**config.mk**
```make
export PLATFORM = sky130hd
export DESIGN_NAME = if_fetch_unit_flat
export DESIGN_NICKNAME = d
export VERILOG_FILES = /design/src/rtl/if_fetch_unit_pkg.sv /design/src/rtl/if_fetch_unit_if.sv /design/src/rtl/if_fetch_unit_fifo.sv /design/src/rtl/if_fetch_unit.sv /design/src/flat_wrapper.sv
export SDC_FILE = /design/constraint.sdc
export NUM_CORES = 1
export LEC_CHECK = 0
export ABC_AREA = 1
export CELL_PAD_IN_SITES_DETAIL_PLACEMENT = 0
export CELL_PAD_IN_SITES_GLOBAL_PLACEMENT = 1
export CORE_MARGIN = 10
export CORE_UTILIZATION = 33
export DETAILED_ROUTE_END_ITERATION = 10
export PLACE_DENSITY = 0.75
export SLEW_MARGIN = 0
export SYNTH_ARGS = -nofsm -noshare
export SYNTH_HDL_FRONTEND = slang
export SYNTH_SLANG_ARGS = --single-unit
```
**constraint.sdc**
```tcl
create_clock -name Clk -period 4 [get_ports Clk]
set_input_delay 0.4 -clock Clk [delete_from_list [all_inputs] [get_ports Clk]]
set_output_delay 0.4 -clock Clk [all_outputs]
set_load 0.01 [all_outputs]
```
**src/rtl/if_fetch_unit_pkg.sv**
```systemverilog
// Shared types and constants for the instruction-fetch stage.
package if_fetch_unit_pkg;

    localparam logic [31:0] RV32I_NOP   = 32'h0000_0013;
    localparam logic [31:0] IF_RESET_PC = 32'h0000_0000;

    // One fetch-buffer entry: the instruction word and the PC it was fetched from.
    typedef struct packed {
        logic [31:0] pc;
        logic [31:0] instr;
    } if_entry_t;

    // Fetch addresses are always word aligned.
    function automatic logic [31:0] word_align(input logic [31:0] a);
        return {a[31:2], 2'b00};
    endfunction

endpackage

```
**src/rtl/if_fetch_unit_if.sv**
```systemverilog
// Fetch-stage bus: redirect/stall from the pipeline, IMem req/gnt/rvalid, IF_* to decode.
interface if_fetch_unit_if;

    logic        ID_Stall;
    logic        Redirect_valid;
    logic [31:0] Redirect_PC;
    logic        IMem_req;
    logic [31:0] IMem_addr;
    logic        IMem_gnt;
    logic        IMem_rvalid;
    logic [31:0] IMem_rdata;
    logic        IF_valid;
    logic [31:0] IF_PC;
    logic [31:0] IF_Instruction;
    logic        IF_Misaligned;

    // Fetch unit side.
    modport master (
        input  ID_Stall, Redirect_valid, Redirect_PC,
        input  IMem_gnt, IMem_rvalid, IMem_rdata,
        output IMem_req, IMem_addr,
        output IF_valid, IF_PC, IF_Instruction, IF_Misaligned
    );

    // Memory / pipeline side.
    modport slave (
        output ID_Stall, Redirect_valid, Redirect_PC,
        output IMem_gnt, IMem_rvalid, IMem_rdata,
        input  IMem_req, IMem_addr,
        input  IF_valid, IF_PC, IF_Instruction, IF_Misaligned
    );

endinterface

```
**src/rtl/if_fetch_unit_fifo.sv**
```systemverilog
// Small synchronous FIFO with flush; head is visible combinationally.
module if_fetch_unit_fifo #(
    parameter  int WIDTH = 64,
    parameter  int DEPTH = 2,
    localparam int CW    = $clog2(DEPTH + 1)
) (
    input  logic             clk_i,
    input  logic             rst_i,
    input  logic             push_i,
    input  logic [WIDTH-1:0] push_data_i,
    input  logic             pop_i,
    input  logic             flush_i,
    output logic [WIDTH-1:0] head_o,
    output logic [CW-1:0]    count_o,
    output logic             empty_o,
    output logic             full_o
);

    localparam int AW = (DEPTH > 1) ? $clog2(DEPTH) : 1;

    logic [WIDTH-1:0] mem_q [DEPTH];
    logic [AW-1:0]    rd_ptr_q, wr_ptr_q;
    logic [CW-1:0]    count_q;
    logic             do_push, do_pop;

    assign empty_o = (count_q == '0);
    assign full_o  = (count_q == CW'(DEPTH));
    assign count_o = count_q;
    assign head_o  = mem_q[rd_ptr_q];

    // Flush wins over both push and pop; a full FIFO may still accept when popping.
    assign do_pop  = pop_i && !empty_o && !flush_i;
    assign do_push = push_i && !flush_i && (!full_o || do_pop);

    // Pointer and occupancy state; DEPTH is a power of two so pointers wrap naturally.
    always_ff @(posedge clk_i or posedge rst_i) begin
        if (rst_i) begin
            rd_ptr_q <= '0;
            wr_ptr_q <= '0;
            count_q  <= '0;
        end else if (flush_i) begin
            rd_ptr_q <= '0;
            wr_ptr_q <= '0;
            count_q  <= '0;
        end else begin
            if (do_pop)  rd_ptr_q <= rd_ptr_q + AW'(1);
            if (do_push) wr_ptr_q <= wr_ptr_q + AW'(1);
            count_q <= count_q + CW'(do_push) - CW'(do_pop);
        end
    end

    // Storage needs no reset: entries are only read while counted as valid.
    always_ff @(posedge clk_i) begin
        if (do_push) mem_q[wr_ptr_q] <= push_data_i;
    end

endmodule

```
**src/rtl/if_fetch_unit.sv**
```systemverilog
// Instruction fetch: owns the PC, issues IMem reads, buffers returned words for decode,
// and squashes wrong-path fetches (including in-flight ones) on EX redirects.
module if_fetch_unit
    import if_fetch_unit_pkg::*;
#(
    parameter logic [31:0] RESET_PC        = IF_RESET_PC,
    parameter int          FIFO_DEPTH      = 2,
    parameter int          MAX_OUTSTANDING = 2
) (
    input  logic          Clk,
    input  logic          Reset,
    if_fetch_unit_if.master bus
);

    localparam int FCW = $clog2(FIFO_DEPTH + 1);
    localparam int OCW = $clog2(MAX_OUTSTANDING + 1);

    logic [31:0]    fetch_pc_q, fetch_pc_d;
    logic [OCW-1:0] outstanding_q, outstanding_d;
    logic [OCW-1:0] discard_q, discard_d;
    logic           misaligned_q, misaligned_d;

    logic           issue, hs, rsp;
    logic           fifo_push, fifo_pop, fifo_flush, fifo_empty, fifo_full;
    logic [FCW-1:0] fifo_count;
    if_entry_t      fifo_head, fifo_in;
    logic [31:0]    tag_head;
    logic [OCW-1:0] tag_count;
    logic           tag_empty, tag_full;

    // Request only when both the in-flight limit and the buffer space reserved for
    // every in-flight word allow it; a redirect cycle never issues.
    always_comb begin
        issue = !Reset && !bus.Redirect_valid
             && (int'(outstanding_q) < MAX_OUTSTANDING)
             && (int'(fifo_count) + int'(outstanding_q) < FIFO_DEPTH);
    end

    assign hs       = issue && bus.IMem_gnt;
    assign rsp      = bus.IMem_rvalid && (outstanding_q != '0);
    assign fifo_in  = '{pc: tag_head, instr: bus.IMem_rdata};
    assign fifo_pop = !fifo_empty && !bus.ID_Stall;

    // Next-state: redirect has priority, then grant/response bookkeeping.
    always_comb begin
        fetch_pc_d    = fetch_pc_q;
        outstanding_d = outstanding_q + OCW'(hs) - OCW'(rsp);
        discard_d     = discard_q;
        misaligned_d  = 1'b0;
        fifo_push     = 1'b0;
        fifo_flush    = 1'b0;
        if (bus.Redirect_valid) begin
            // Everything still in flight after this cycle is wrong-path; a same-cycle
            // response is dropped outright and already excluded from outstanding_d.
            fetch_pc_d   = word_align(bus.Redirect_PC);
            fifo_flush   = 1'b1;
            discard_d    = outstanding_d;
            misaligned_d = |bus.Redirect_PC[1:0];
        end else begin
            if (hs) fetch_pc_d = fetch_pc_q + 32'd4;
            if (rsp) begin
                if (discard_q != '0) discard_d = discard_q - OCW'(1);
                else                 fifo_push = 1'b1;
            end
        end
    end

    // Fetch state registers.
    always_ff @(posedge Clk or posedge Reset) begin
        if (Reset) begin
            fetch_pc_q    <= RESET_PC;
            outstanding_q <= '0;
            discard_q     <= '0;
            misaligned_q  <= 1'b0;
        end else begin
            fetch_pc_q    <= fetch_pc_d;
            outstanding_q <= outstanding_d;
            discard_q     <= discard_d;
            misaligned_q  <= misaligned_d;
        end
    end

    // Instruction buffer feeding decode.
    if_fetch_unit_fifo #(.WIDTH($bits(if_entry_t)), .DEPTH(FIFO_DEPTH)) u_ibuf (
        .clk_i       (Clk),
        .rst_i       (Reset),
        .push_i      (fifo_push),
        .push_data_i (fifo_in),
        .pop_i       (fifo_pop),
        .flush_i     (fifo_flush),
        .head_o      (fifo_head),
        .count_o     (fifo_count),
        .empty_o     (fifo_empty),
        .full_o      (fifo_full)
    );

    // PC of each granted request, matched to responses in order. Not flushed on
    // redirect: discarded responses still pop their tag.
    if_fetch_unit_fifo #(.WIDTH(32), .DEPTH(MAX_OUTSTANDING)) u_tagq (
        .clk_i       (Clk),
        .rst_i       (Reset),
        .push_i      (hs),
        .push_data_i (fetch_pc_q),
        .pop_i       (rsp),
        .flush_i     (1'b0),
        .head_o      (tag_head),
        .count_o     (tag_count),
        .empty_o     (tag_empty),
        .full_o      (tag_full)
    );

    assign bus.IMem_req       = issue;
    assign bus.IMem_addr      = fetch_pc_q;
    assign bus.IF_valid       = !fifo_empty;
    assign bus.IF_PC          = fifo_empty ? 32'h0 : fifo_head.pc;
    assign bus.IF_Instruction = fifo_empty ? RV32I_NOP : fifo_head.instr;
    assign bus.IF_Misaligned  = misaligned_q;

    a_ibuf_no_overflow: assert property (@(posedge Clk) disable iff (Reset)
        fifo_push |-> (!fifo_full || fifo_pop));
    a_tag_no_overflow:  assert property (@(posedge Clk) disable iff (Reset) hs |-> !tag_full);
    a_tag_has_entry:    assert property (@(posedge Clk) disable iff (Reset) rsp |-> !tag_empty);
    a_tag_tracks_out:   assert property (@(posedge Clk) disable iff (Reset) tag_count == outstanding_q);
    a_discard_bound:    assert property (@(posedge Clk) disable iff (Reset) discard_q <= outstanding_q);
    a_out_bound:        assert property (@(posedge Clk) disable iff (Reset)
        int'(outstanding_q) <= MAX_OUTSTANDING);
    a_rvalid_expected:  assert property (@(posedge Clk) disable iff (Reset)
        bus.IMem_rvalid |-> (outstanding_q != '0));

endmodule
```
**src/flat_wrapper.sv**
```systemverilog
// flat-port wrapper written by rule: the top's interface ports become plain ports
module if_fetch_unit_flat import if_fetch_unit_pkg::*;
#(
    parameter logic [31:0] RESET_PC        = IF_RESET_PC,
    parameter int          FIFO_DEPTH      = 2,
    parameter int          MAX_OUTSTANDING = 2
)
  (Clk, Reset, bus_ID_Stall, bus_Redirect_valid, bus_Redirect_PC, bus_IMem_gnt, bus_IMem_rvalid, bus_IMem_rdata, bus_IMem_req, bus_IMem_addr, bus_IF_valid, bus_IF_PC, bus_IF_Instruction, bus_IF_Misaligned);
  if_fetch_unit_if bus_i ();
  input  logic Clk;
  input  logic Reset;
  input wire logic [$bits(bus_i.ID_Stall)-1:0] bus_ID_Stall;
  input wire logic [$bits(bus_i.Redirect_valid)-1:0] bus_Redirect_valid;
  input wire logic [$bits(bus_i.Redirect_PC)-1:0] bus_Redirect_PC;
  input wire logic [$bits(bus_i.IMem_gnt)-1:0] bus_IMem_gnt;
  input wire logic [$bits(bus_i.IMem_rvalid)-1:0] bus_IMem_rvalid;
  input wire logic [$bits(bus_i.IMem_rdata)-1:0] bus_IMem_rdata;
  output wire logic [$bits(bus_i.IMem_req)-1:0] bus_IMem_req;
  output wire logic [$bits(bus_i.IMem_addr)-1:0] bus_IMem_addr;
  output wire logic [$bits(bus_i.IF_valid)-1:0] bus_IF_valid;
  output wire logic [$bits(bus_i.IF_PC)-1:0] bus_IF_PC;
  output wire logic [$bits(bus_i.IF_Instruction)-1:0] bus_IF_Instruction;
  output wire logic [$bits(bus_i.IF_Misaligned)-1:0] bus_IF_Misaligned;
  assign bus_i.ID_Stall = bus_ID_Stall;
  assign bus_i.Redirect_valid = bus_Redirect_valid;
  assign bus_i.Redirect_PC = bus_Redirect_PC;
  assign bus_i.IMem_gnt = bus_IMem_gnt;
  assign bus_i.IMem_rvalid = bus_IMem_rvalid;
  assign bus_i.IMem_rdata = bus_IMem_rdata;
  assign bus_IMem_req = bus_i.IMem_req;
  assign bus_IMem_addr = bus_i.IMem_addr;
  assign bus_IF_valid = bus_i.IF_valid;
  assign bus_IF_PC = bus_i.IF_PC;
  assign bus_IF_Instruction = bus_i.IF_Instruction;
  assign bus_IF_Misaligned = bus_i.IF_Misaligned;
  if_fetch_unit #(.RESET_PC(RESET_PC), .FIFO_DEPTH(FIFO_DEPTH), .MAX_OUTSTANDING(MAX_OUTSTANDING)) u_core (.Clk(Clk), .Reset(Reset), .bus(bus_i));
endmodule
```
Word-level counts from Yosys, hierarchy flattened
Memory sizes are Yosys's and may differ from the RTL's.
Cells that the tools add are included.
{"block": "word_totals", "register_bits": 45, "ram_bits": 192, "input_bits": 70, "output_inout_bits": 99, "word_cells": 83, "memories": 2}
{"memory": "u_core.u_ibuf.mem_q", "depth": 2, "width": 64, "read_ports": 1, "rd_ports_with_merged_regs": 0, "wr": 1, "line_no": "if_fetch_unit_fifo.sv:21", "source": "logic [WIDTH-1:0] mem_q [DEPTH];"}
{"memory": "u_core.u_tagq.mem_q", "depth": 2, "width": 32, "read_ports": 1, "rd_ports_with_merged_regs": 0, "wr": 1, "line_no": "if_fetch_unit_fifo.sv:21"}
{"block": "classes", "add_sub_neg": 13, "n_lt_le_gt_ge": 2, "n_eq_ne": 2, "n_mux": 21, "n_reduce_logical": 33}
{"cell": "32-bit 2-to-1 mux", "count": 4}
{"cell": "32-bit by 3-bit adder with 32-bit output, second input constant", "count": 1}
{"cell": "32-bit by 3-bit less-than comparator with 1-bit output, second input constant", "count": 1}
{"cell": "2-bit nonzero test", "count": 7}
{"cell": "1-bit 2-to-1 mux", "count": 13}
{"cell": "1-bit logical AND", "count": 12}
{"cell": "1-bit logical NOT", "count": 8}
{"cell": "2-bit 2-to-1 mux", "count": 4}
{"cell": "2-bit by 1-bit adder with 2-bit output", "count": 3}
{"cell": "2-bit by 1-bit subtractor with 2-bit output", "count": 3}
{"cell": "1-bit adder, second input constant", "count": 4}
{"cell": "2-bit equality test, second input constant", "count": 2}
{"cell": "2-bit logical NOT", "count": 2}
{"cell": "2-bit by 2-bit adder with 3-bit output", "count": 1}
{"cell": "1-bit logical OR", "count": 2}
{"cell": "2-bit less-than comparator, second input constant", "count": 1}
{"cell": "2-bit AND reduction", "count": 1}
{"cell": "2-bit OR reduction", "count": 1}
{"cell": "2-bit by 1-bit subtractor with 2-bit output, second input constant", "count": 1}

Logic depth before layout (Yosys ltp)
{"block": "depth", "depth_word": 10, "mapped_depth": 13, "ltp_nobuf": 11}

Hierarchy
A second synthesis with hierarchy kept.
{"block": "hier_totals", "hier_cells": 1109, "area_unflattened_um2": 10690.3}
{"module": "if_fetch_unit_fifo at u_core.u_ibuf", "n_inst": 1, "cells_per_inst": 376, "area_each_um2": 4964.8, "seq_area_each_um2": 3943.8}
{"module": "if_fetch_unit", "n_inst": 1, "cells_per_inst": 524, "area_each_um2": 3111.7, "seq_area_each_um2": 875.8}
{"module": "if_fetch_unit_fifo at u_core.u_tagq", "n_inst": 1, "cells_per_inst": 209, "area_each_um2": 2613.8, "seq_area_each_um2": 2021.9}

Worst setup path before layout
Ideal clock, no wire load.
{"block": "synth_path", "path_kind": "input-to-reg", "startpoint": "input bus_Redirect_valid", "endpoint": "memory u_core.u_ibuf.mem_q[0][0], enable pin", "setup_ns": 0.482, "arrival_ns": 3.546, "required_ns": 3.518, "setup_slack_ns": -0.029, "cell_stages": 4, "n_path_buf": 1, "cell_sequence": "buf_6 -> inv_1 -> nand4_1 -> nor2_1"}
{"block": "synth_between", "elab_chain_cells": 7, "word_cells_on_any_way": 9, "cone_classes": "4 x mux; 5 x reduce/logical"}
{"element": "start, declared", "line_no": "flat_wrapper.sv:13", "source": "input wire logic [$bits(bus_i.Redirect_valid)-1:0] bus_Redirect_valid;"}
{"element": "1-bit 2-to-1 mux", "line_no": "if_fetch_unit.sv:52", "source": "if (bus.Redirect_valid) begin"}
{"element": "1-bit logical NOT", "line_no": "if_fetch_unit_fifo.sv:32, if_fetch_unit_fifo.sv:33"}
{"element": "1-bit logical AND", "line_no": "if_fetch_unit_fifo.sv:32", "source": "assign do_pop = pop_i && !empty_o && !flush_i;"}
{"element": "1-bit logical OR", "line_no": "if_fetch_unit_fifo.sv:33", "source": "assign do_push = push_i && !flush_i && (!full_o || do_pop);"}
{"element": "1-bit logical AND *", "line_no": "if_fetch_unit_fifo.sv:33"}
{"element": "1-bit 2-to-1 mux *", "line_no": "if_fetch_unit_fifo.sv:54", "source": "if (do_push) mem_q[wr_ptr_q] <= push_data_i;"}
{"element": "1-bit 2-to-1 mux (not written as such) *", "line_no": "if_fetch_unit_fifo.sv:54"}
{"element": "end, declared", "line_no": "if_fetch_unit_fifo.sv:21"}
Mark *: on every way between the ends. The rest lies on a longest branch, timed or not.

Worst setup path in the final report
{"block": "layout_path", "startpoint": "register u_core.u_ibuf.rd_ptr_q", "endpoint": "output bus_IF_Instruction[3]"}
{"block": "layout_between", "elab_chain_cells": 2}
{"element": "start, declared", "line_no": "if_fetch_unit_fifo.sv:22", "source": "logic [AW-1:0] rd_ptr_q, wr_ptr_q;"}
{"element": "start signal, assigned", "line_no": "if_fetch_unit_fifo.sv:46", "source": "if (do_pop) rd_ptr_q <= rd_ptr_q + AW'(1);"}
{"element": "memory 2 x 64 bit"}
{"element": "32-bit 2-to-1 mux", "line_no": "if_fetch_unit.sv:116", "source": "assign bus.IF_Instruction = fifo_empty ? RV32I_NOP : fifo_head.instr;"}
{"element": "end, declared", "line_no": "flat_wrapper.sv:22", "source": "output wire logic [$bits(bus_i.IF_Instruction)-1:0] bus_IF_Instruction;"}
No other way between the ends.

==> impl_metrics.ini <==
[setup_path]
cpPeakStageDelay_ns = 0.66
crit_chain = inv_2 -> buf_4 -> nand2_1 -> a21oi_1 -> clkdlybuf4s50_1
worst_r2r_path_depth = 9
cpMaxStageDelayCell = inv_2
worst_setup_path_end_kind = primary output
critPathKind = flip-flop to primary output
cp.buffers_inverters = 3
crit_family = buffers and inverters
cp.required_ns = 3.60
cp_max_fo = 50
timing.rr.start = u_core.u_ibuf.count_o[0]
rrSetupSlack_ns = 1.19
start_kind = flip-flop
r2r-end = u_core.u_tagq.mem_q[1][29]
arrival_ns = 2.70

[route]
route.detailed.drc = 0
via_per_inst = 4.55
routed_wl_um = 24000
drt-initial-drc-count = 329
first_pass_iters = 5
avgRoutedWirePerCell_um = 16.7
ant_nets = 0
num_vias = 6552

[layout]
utilization_pct = 43.8
areaGrowthSynthToFinish_pct = 30.1
drive_above_1_share_pct = 9.74
fillers = 2705
nets = 1117
num_antenna_cells = 0
fin_area_um2 = 12700

[global_routing]
grt_pass1_vias = 6566
use_met3_pct = 2.63
grt_util_met2_pct = 21.0
grt_util_met1_pct = 16.7
grt_start_max_net_pins = 63
track_usage_pct = 12.8
busiest_layer = met2
grt_pass1_wl_um = 37100
overflow = 0
antenna_found_initial = 0

[floorplan]
pin_count = 169
die_area_um2 = 36800
fp.dieW_um = 192
fp.coreArea_um2 = 28900
fp.dieH_um = 192
num_rows = 62
initial_core_util_pct = 33.7

[logic_synthesis]
synthArstFlopShare_pct = 18.9
synth-simple-area-share_pct = 17.3
synthFlopType = edfxtp_1
synth-compound-area-share_pct = 4.97
synth_common_cells = nand2_1 (274), edfxtp_1 (184), a21oi_1 (60), nor2_1 (57), nand3_1 (56)
muxShareOfSynthArea_pct = 3.47
synth_top_family_by_area = simple AND/OR/NAND/NOR gates
yosysSeqAreaShare_pct = 67.8
yosysTopAreaCellShare_pct = 56.7
yosysMostFrequentCell = nand2_1
synthAdderAreaFrac_pct = 1.10
ys_ff_latch = 227
synth_edf_count = 184
synth_cell_types = 35
yosysTopAreaCell = edfxtp_1
syn_area_per_cell_um2 = 11.2
synth_area_um2 = 9740
synth_area_leaders = edfxtp_1 (57%), dfrtp_1 (11%), nand2_1 (11%)
yosys_warnings = 0
netlist_instances = 868
synth_xor_area_share_pct = 1.08

[placed_design]
gp_congestion = 0.803
dp_slack_ns = 1.18
dpl_cell_area_um2 = 11800
numPortBuffers = 164
hpwl_um = 16500

[timing]
tightest_slew_ns = 1.03
finalCriticalPeriod_ns = 3.10
rsz0062_at_grt = no
fin_skew_ns = 0.0128
fmax_mhz = 322
final-setup-viol-count = 0
setup_slack_ns = 0.896
relSlewSlack_pct = 31.5
slew_viol_final = 0
hold_violations = 0
fin_crit_sh_pct = 77.6

[clock_tree]
cts_tree = built
root_buffer = clkbuf_16
cts.repair.resized = 0
cts_buffers = 25
clkSlewWorstSetupHoldPaths_ns = 0.06
cts_setup_buffers = 0
htree_levels = 1
cts_sinks = 227
ctsHoldBuffers = 0
clk_latency_ns = 0.52
clk_path_buf_depth = 3

[pwr]
totalPowerFinal_w = 0.00705
ir_drop_uv = 245
power_density_nw_per_um2 = 557
p_leak_nw = 4.64

[run]
drv_cap = 0

[worst_hold_path]
hp-class = input port to async pin

[run_status]
status = complete, no violations
kinds of logic (layout without fill, tap and decap cells):
logic type / count (synthesis) / count (layout)
compound gates: 91 / 91
xor+xnor: 12 / 12
fa+ha+maj: 8 / 8
buf+inv: 93 / 279
flops: 227 / 227
mux: 30 / 30
other cells: 1 / 4
simple gates: 406 / 406
area by class of cell:
class,instances,area (µm²),area share (%)
clock buffer,29,651,5.13
clock inverter,16,185,1.46
inverter,58,219,1.73
multi-input combinational,551,2770,21.8
sequential,227,6600,52.1
tap,384,480,3.79
timing repair buffer,176,1770,14.0
per-layer routing:
layer	share of wire, %	routed length (µm)
met1	46	11000
met2	46	11100
met3	6.1	1470
met4	2.2	537
met5	0	0
layout by cell type (no fill, tap or decap), types with 5 or more instances in the layout:
cell type,Yosys,routed
inv_1,55,55
nand3_1,56,56
clkinv_2,1,5
xor2_1,5,5
nor2_1,57,52
clkdlybuf4s50_1,0,164
xnor2_1,7,7
o21bai_1,6,6
ha_1,7,7
buf_4,4,9
nor2_4,4,7
dfrtp_1,43,42
clkbuf_16,0,25
mux2_2,30,30
o21ai_0,20,20
nand2_1,274,274
edfxtp_1,184,184
a21oi_1,60,60
report_power, final:
part / leakage (nW) / internal, W / switching (W)
clock network: 0.398 / 0.00142 / 0.000891
logic: 2.05 / 0.000770 / 0.000885
registers: 2.19 / 0.00286 / 0.000229
worst reg2reg max path, cell delays in order (launching register included):
cell      delay (ns)
dfrtp_1         0.43
nand2_1         0.09
inv_1           0.05
fa_1            0.42
nor2_1          0.24
nand4_4         0.17
clkinv_2        0.38
o21ai_2         0.20
nor2_2          0.11
buf_4           0.37
how the worst max path moves through the flow:
stage,from,to,slack [ns],cells after the start
final,u_core.u_ibuf.rd_ptr_q,bus_IF_Instruction[3],0.90,5
after global routing,u_core.u_ibuf.rd_ptr_q,bus_IF_Instruction[15],0.65,5
after CTS,u_core.u_ibuf.rd_ptr_q,bus_IF_Instruction[2],0.81,5
after detailed placement,u_core.u_ibuf.count_o[0],u_core.u_tagq.mem_q[1][22],1.18,9
after global placement,u_core.u_ibuf.count_o[0],u_core.u_tagq.mem_q[0][29],1.22,9
after floorplan,bus_Redirect_valid,u_core.u_ibuf.mem_q[0][0],-0.03,4
state kept, by name, indices dropped and copies added, names as in the netlist:
| name | flops |
|---|---|
| u_core.bus.IF_Misaligned | 1 |
| u_core.bus.IMem_addr | 30 |
| u_core.discard_q | 2 |
| u_core.outstanding_q | 2 |
| u_core.u_ibuf.count_o | 2 |
| u_core.u_ibuf.mem_q | 124 |
| u_core.u_ibuf.rd_ptr_q | 1 |
| u_core.u_ibuf.wr_ptr_q | 1 |
| u_core.u_tagq.count_o | 2 |
| u_core.u_tagq.mem_q | 60 |
| u_core.u_tagq.rd_ptr_q | 1 |
| u_core.u_tagq.wr_ptr_q | 1 |
through the flow:
step / hold WS, ns / std cells / TNS [ns]
floorplan: 0.484 / 871 / -3.55
global placement: 0.540 / 1396 / 0
detailed placement: 0.551 / 1396 / 0
CTS: 0.422 / 1441 / 0
global route: 0.438 / 1441 / 0
finish: 0.444 / 1441 / 0
Note: power is estimated with default switching activity, not from simulation.
